<file path="src/rtl/sync_axis_generator.sv">
// One-axis video timing generator: ACTIVE -> BACK -> SYNC -> FRONT driven by Advance pulses.
// Latency one clock, all outputs registered; optional SYNC_TIMING_LATCH_EN freezes lengths per period.
module sync_axis_generator #(
    parameter int WIDTH           = 10,
    parameter bit SYNC_ACTIVE_LOW = 1'b1
) (
    input  logic             clock,
    input  logic             reset,
    input  logic             Advance,
    input  logic [WIDTH-1:0] ActiveVideo,
    input  logic [WIDTH-1:0] BackPorch,
    input  logic [WIDTH-1:0] SynchPulse,
    input  logic [WIDTH-1:0] FrontPorch,
    output logic             sync,
    output logic             active,
    output logic [WIDTH-1:0] position,
    output logic [1:0]       segment,
    output logic             PeriodEnd
);

    typedef enum logic [1:0] {
        SEG_ACTIVE = 2'b00,
        SEG_BACK   = 2'b01,
        SEG_SYNC   = 2'b10,
        SEG_FRONT  = 2'b11
    } seg_e;

    seg_e             seg_q, seg_d, nxt_seg;
    logic [WIDTH-1:0] cnt_q, cnt_d;
    logic [WIDTH-1:0] cur_len, last_idx;
    logic             wrap_d;
    logic             found;
    logic [1:0]       probe;
    logic [WIDTH-1:0] len_a, len_b, len_s, len_f;
    logic [WIDTH-1:0] len_v [4];

`ifdef SYNC_TIMING_LATCH_EN
    logic [WIDTH-1:0] len_a_q, len_b_q, len_s_q, len_f_q;

    // Shadows reload on the wrap edge, so the new period starts with fresh lengths.
    always_ff @(posedge clock) begin
        if (reset || wrap_d) begin
            len_a_q <= ActiveVideo;
            len_b_q <= BackPorch;
            len_s_q <= SynchPulse;
            len_f_q <= FrontPorch;
        end
    end

    assign len_a = len_a_q;
    assign len_b = len_b_q;
    assign len_s = len_s_q;
    assign len_f = len_f_q;
`else
    assign len_a = ActiveVideo;
    assign len_b = BackPorch;
    assign len_s = SynchPulse;
    assign len_f = FrontPorch;
`endif

    always_comb begin
        len_v[0] = len_a;
        len_v[1] = len_b;
        len_v[2] = len_s;
        len_v[3] = len_f;
    end

    // A zero length yields last index 0, so the segment is left on the next step without wrapping.
    always_comb begin
        cur_len  = len_v[seg_q];
        last_idx = (cur_len == '0) ? '0 : cur_len - WIDTH'(1);

        nxt_seg = SEG_ACTIVE;
        found   = 1'b0;
        probe   = 2'b00;
        for (int k = 1; k < 4; k++) begin
            probe = seg_q + k[1:0];
            if (!found && (probe == 2'b00 || len_v[probe] != '0)) begin
                nxt_seg = seg_e'(probe);
                found   = 1'b1;
            end
        end

        seg_d  = seg_q;
        cnt_d  = cnt_q;
        wrap_d = 1'b0;
        if (Advance) begin
            if (cnt_q < last_idx) begin
                cnt_d = cnt_q + WIDTH'(1);
            end else begin
                cnt_d  = '0;
                seg_d  = nxt_seg;
                wrap_d = (nxt_seg == SEG_ACTIVE);
            end
        end
    end

    // Flags decode from next state so they change on the same edge as segment.
    always_ff @(posedge clock) begin
        if (reset) begin
            seg_q     <= SEG_ACTIVE;
            cnt_q     <= '0;
            position  <= '0;
            active    <= 1'b1;
            sync      <= SYNC_ACTIVE_LOW;
            PeriodEnd <= 1'b0;
        end else begin
            seg_q     <= seg_d;
            cnt_q     <= cnt_d;
            position  <= (seg_d == SEG_ACTIVE) ? cnt_d : '0;
            active    <= (seg_d == SEG_ACTIVE);
            sync      <= (seg_d == SEG_SYNC) ? ~SYNC_ACTIVE_LOW : SYNC_ACTIVE_LOW;
            PeriodEnd <= wrap_d;
        end
    end

    assign segment = seg_q;

endmodule
</file>
<file path="config.mk">
export PLATFORM = sky130hd
export DESIGN_NAME = sync_axis_generator
export DESIGN_NICKNAME = d
export VERILOG_FILES = /design/src/rtl/sync_axis_generator.sv
export SDC_FILE = /design/constraint.sdc
export NUM_CORES = 1
export LEC_CHECK = 0
export BUFFER_PORTS_ARGS = -buffer_cell sky130_fd_sc_hd__buf_2
export CAP_MARGIN = 10
export CORE_UTILIZATION = 30
export DETAILED_ROUTE_END_ITERATION = 16
export GPL_ROUTABILITY_DRIVEN = 0
export GPL_TIMING_DRIVEN = 0
export HOLD_SLACK_MARGIN = 0.08
export PLACE_DENSITY = 0.59
export SLEW_MARGIN = 20
export SYNTH_ARGS = -nofsm -noshare
export SYNTH_HDL_FRONTEND = slang
export SYNTH_SLANG_ARGS = --single-unit
export TNS_END_PERCENT = 5
</file>
<file path="constraint.sdc">
create_clock -name clock -period 6.06 [get_ports clock]
set_input_delay 0.303 -clock clock [delete_from_list [all_inputs] [get_ports clock]]
set_output_delay 0.303 -clock clock [all_outputs]
set_load 0.01 [all_outputs]
</file>
==> impl_metrics.csv <==
group,metric,value,unit
flow_run,max_cap_viol_count,0,
worst_setup_path,reg2reg_depth,14,
worst_hold_path,hp-class,"in -> reg",
worst_setup_path,critical_path_class,"reg -> reg",
routing,wl,5020,µm
routing,drt-wirelength-per-cell,13.9,µm
clocking,cts-root-buf,"clkbuf_8",
clocking,path_clk_slew,0.08,ns
run_status,status,"completed",
synth,syn_inst,223,
clocking,cts_made_buffers,3,
synth,ys_types,52,
die,initial_core_util,0.313,
worst_setup_path,r2r_end,"position[1]",
sta,layout_min_cycle_time,4.63,ns
sta,tightest_slew,0.538,ns
clocking,h-tree-depth,1,
die,core,0.00639,mm²
clocking,cts_resized,0,
synth,synth_seq_cells,25,
sta,finalMaxSlewViolations,0,
routing,via_count,1902,
power_and_ir_drop,p_leak,0.997,nW
final_layout,final_cell_mix,"buf_2 (57), nor2_1 (29), dfxtp_1 (25)",
clocking,cts_hold_repair.buffers,0,
sta,finClkSkew,0.00456,ns
sta,rsz0062_at_grt,"false",
power_and_ir_drop,powerDensity,133,mW/mm²
grt,grt_pass1_wl,8490,µm
die,die_h,83.6,µm
synth,async_reset_ff_frac,0,
grt,grt_pass1_vias,1873,
die,pin_count,58,
synth,avgSynthCellArea,8.95,µm²
synth,synth_edf_count,0,
routing,drc,0,
synth,synth_fp_nets,281,
grt,antenna_found_initial,0,
power_and_ir_drop,ir_worst_vdd,0.0867,mV
routing,drtIter0Drc,39,
clocking,cts_tree,"built",
placement,dp_hpwl,4190,µm
die,dieArea,0.00699,mm²
grt,gr-total-overflow,0,
worst_hold_path,holdPathEnd,"position[1]",
grt,globalRouteTotalUtil,0.147,
placement,port-buffer-count,56,
final_layout,final_common_cell,"buf_2",
worst_setup_path,arrival,4.81,ns
sta,fmax,0.216,GHz
routing,vias_per_cell,5.28,
die,fp-row-count,29,
grt,grt_max_degree,14,
worst_setup_path,start_kind,"flop",
clocking,clock_sinks,25,
clocking,cts_setup_buffers,0,
sta,tns,0,ns
final_layout,area_growth,21.1,%
final_layout,final_net_count,342,
final_layout,fin_util,0.379,
synth,syn-cell-area,0.00200,mm²
sta,setup_viol,0,
clocking,clock_latency,0.26,ns
worst_setup_path,cp.required,6.24,ns
synth,ys.flop_type,"dfxtp_1",
routing,first_pass_iters,4,
final_layout,drive_above_1_share,0.297,
synth,seq_area_frac_synth,0.251,
clocking,clockBufferDepth,2,
worst_hold_path,hp-start,"reset",
final_layout,n_antenna_cell,0,
worst_setup_path,regToRegSetupSlack,1.43,ns
worst_setup_path,cp-end-kind,"flop",
routing,drtAntennaViolNets,0,
synth,yosys_warnings,0,
worst_setup_path,r2r-start,"segment[1]",
sta,relSlewSlack,0.638,
sta,fin_crit_sh,0.764,
worst_setup_path,worstPathMaxFanout,10,
worst_hold_path,hold_depth,2,
sta,finalHoldViolations,0,
die,die_w,83.6,µm
[layout make-up]
type	count	area, µm²
Timing Repair Buffer	56	280
Clock buffer	4	45.0
Sequential cell	25	500
Tap cell	77	96.3
Fill cell	677	3970
Multi-Input combinational cell	182	1410
Inverter	9	33.8
Buffer	7	53.8
[metrics by stage]
stage	worst slack, ns	hold slack, ns	power (mW)	cells	cell area (µm²)
5_1_grt	1.12	0.297	0.338	360	2420
6_report	1.43	0.311	0.321	360	2420
3_5_place_dp	1.43	0.546	0.230	356	2370
2_1_floorplan	1.86	0.369	0.203	223	2000
4_1_cts	1.41	0.301	0.326	360	2420
3_3_place_gp	1.43	0.547	0.228	356	2370
[state kept, by name, indices dropped and copies added (netlist names)]
name / cells
cnt_q: 10
position: 10
segment: 2
PeriodEnd: 1
active: 1
sync: 1
[cell families after synthesis]
group	count (synthesis)	share of synthesized area
XOR/XNOR	12	0.0526
AND/OR/NAND/NOR	98	0.267
flip-flops	25	0.251
buffers and inverters	16	0.0439
adder cells (fa/ha/maj)	15	0.0940
multiplexers	12	0.121
AO/OA/AOI/OAI	45	0.171
[layer usage]
metal | global-route usage | routed length (µm) | vias to the layer above
li1 | - | - | 962
met1 | 0.173 | 2210 | 920
met2 | 0.282 | 2700 | 18
met3 | 0.0267 | 92 | 2
met4 | 0.0169 | 10 | 0
met5 | 0 | 0 | -
[how the worst max path moves through the flow]
stage,startpoint,end,depth (start not counted)
after global placement,segment[1],position[1],14
after detailed placement,segment[1],position[1],14
after global routing,segment[1],position[6],15
after floorplan,segment[1],position[2],15
final,segment[1],position[1],14
after CTS,segment[1],position[1],14
[worst max-delay path, cell delays in order, from the launching register on]
cell      delay, ns
dfxtp_1        0.40
buf_2          0.27
clkbuf_1       0.41
mux4_2         0.41
or4_4          0.59
or3_1          0.38
a21o_1         0.19
ha_1           0.29
a211oi_1       0.20
nor2_1         0.08
nor4_1         0.22
o21bai_1       0.19
o21a_4         0.27
or3_1          0.35
a221oi_2       0.28
[Yosys cell counts, drive strengths merged, types with 2 or more instances]
cell type,instances,area (µm²)
nor3,5,25.0
xor2,7,61.3
nand2b,5,31.3
and3,2,12.5
mux2i,2,20.0
mux4,9,210
and2,2,12.5
o211a,2,20.0
or2,2,12.5
a21oi,8,40.0
clkbuf,3,11.3
o211ai,4,30.0
nor2,31,121
nor4,8,62.6
nand3,8,40.0
or4,6,52.6
o21ai,12,63.8
inv,9,33.8
dfxtp,25,500
nand4,8,50.1
nand2,12,45.0
ha,15,188
or3,2,12.5
buf,4,42.5
a21o,4,30.0
a221oi,3,38.8
a211oi,2,15.0
xnor2,5,43.8
o21a,3,30.0
nor3b,3,22.5
[power breakdown]
group          switching (mW)  leakage (nW)  internal, mW
clock network          0.0485        0.0228        0.0469
registers             0.00189         0.202         0.166
logic                  0.0298         0.772        0.0275
total                  0.0802         0.997         0.241
Note: power is estimated with default switching activity, not from simulation.
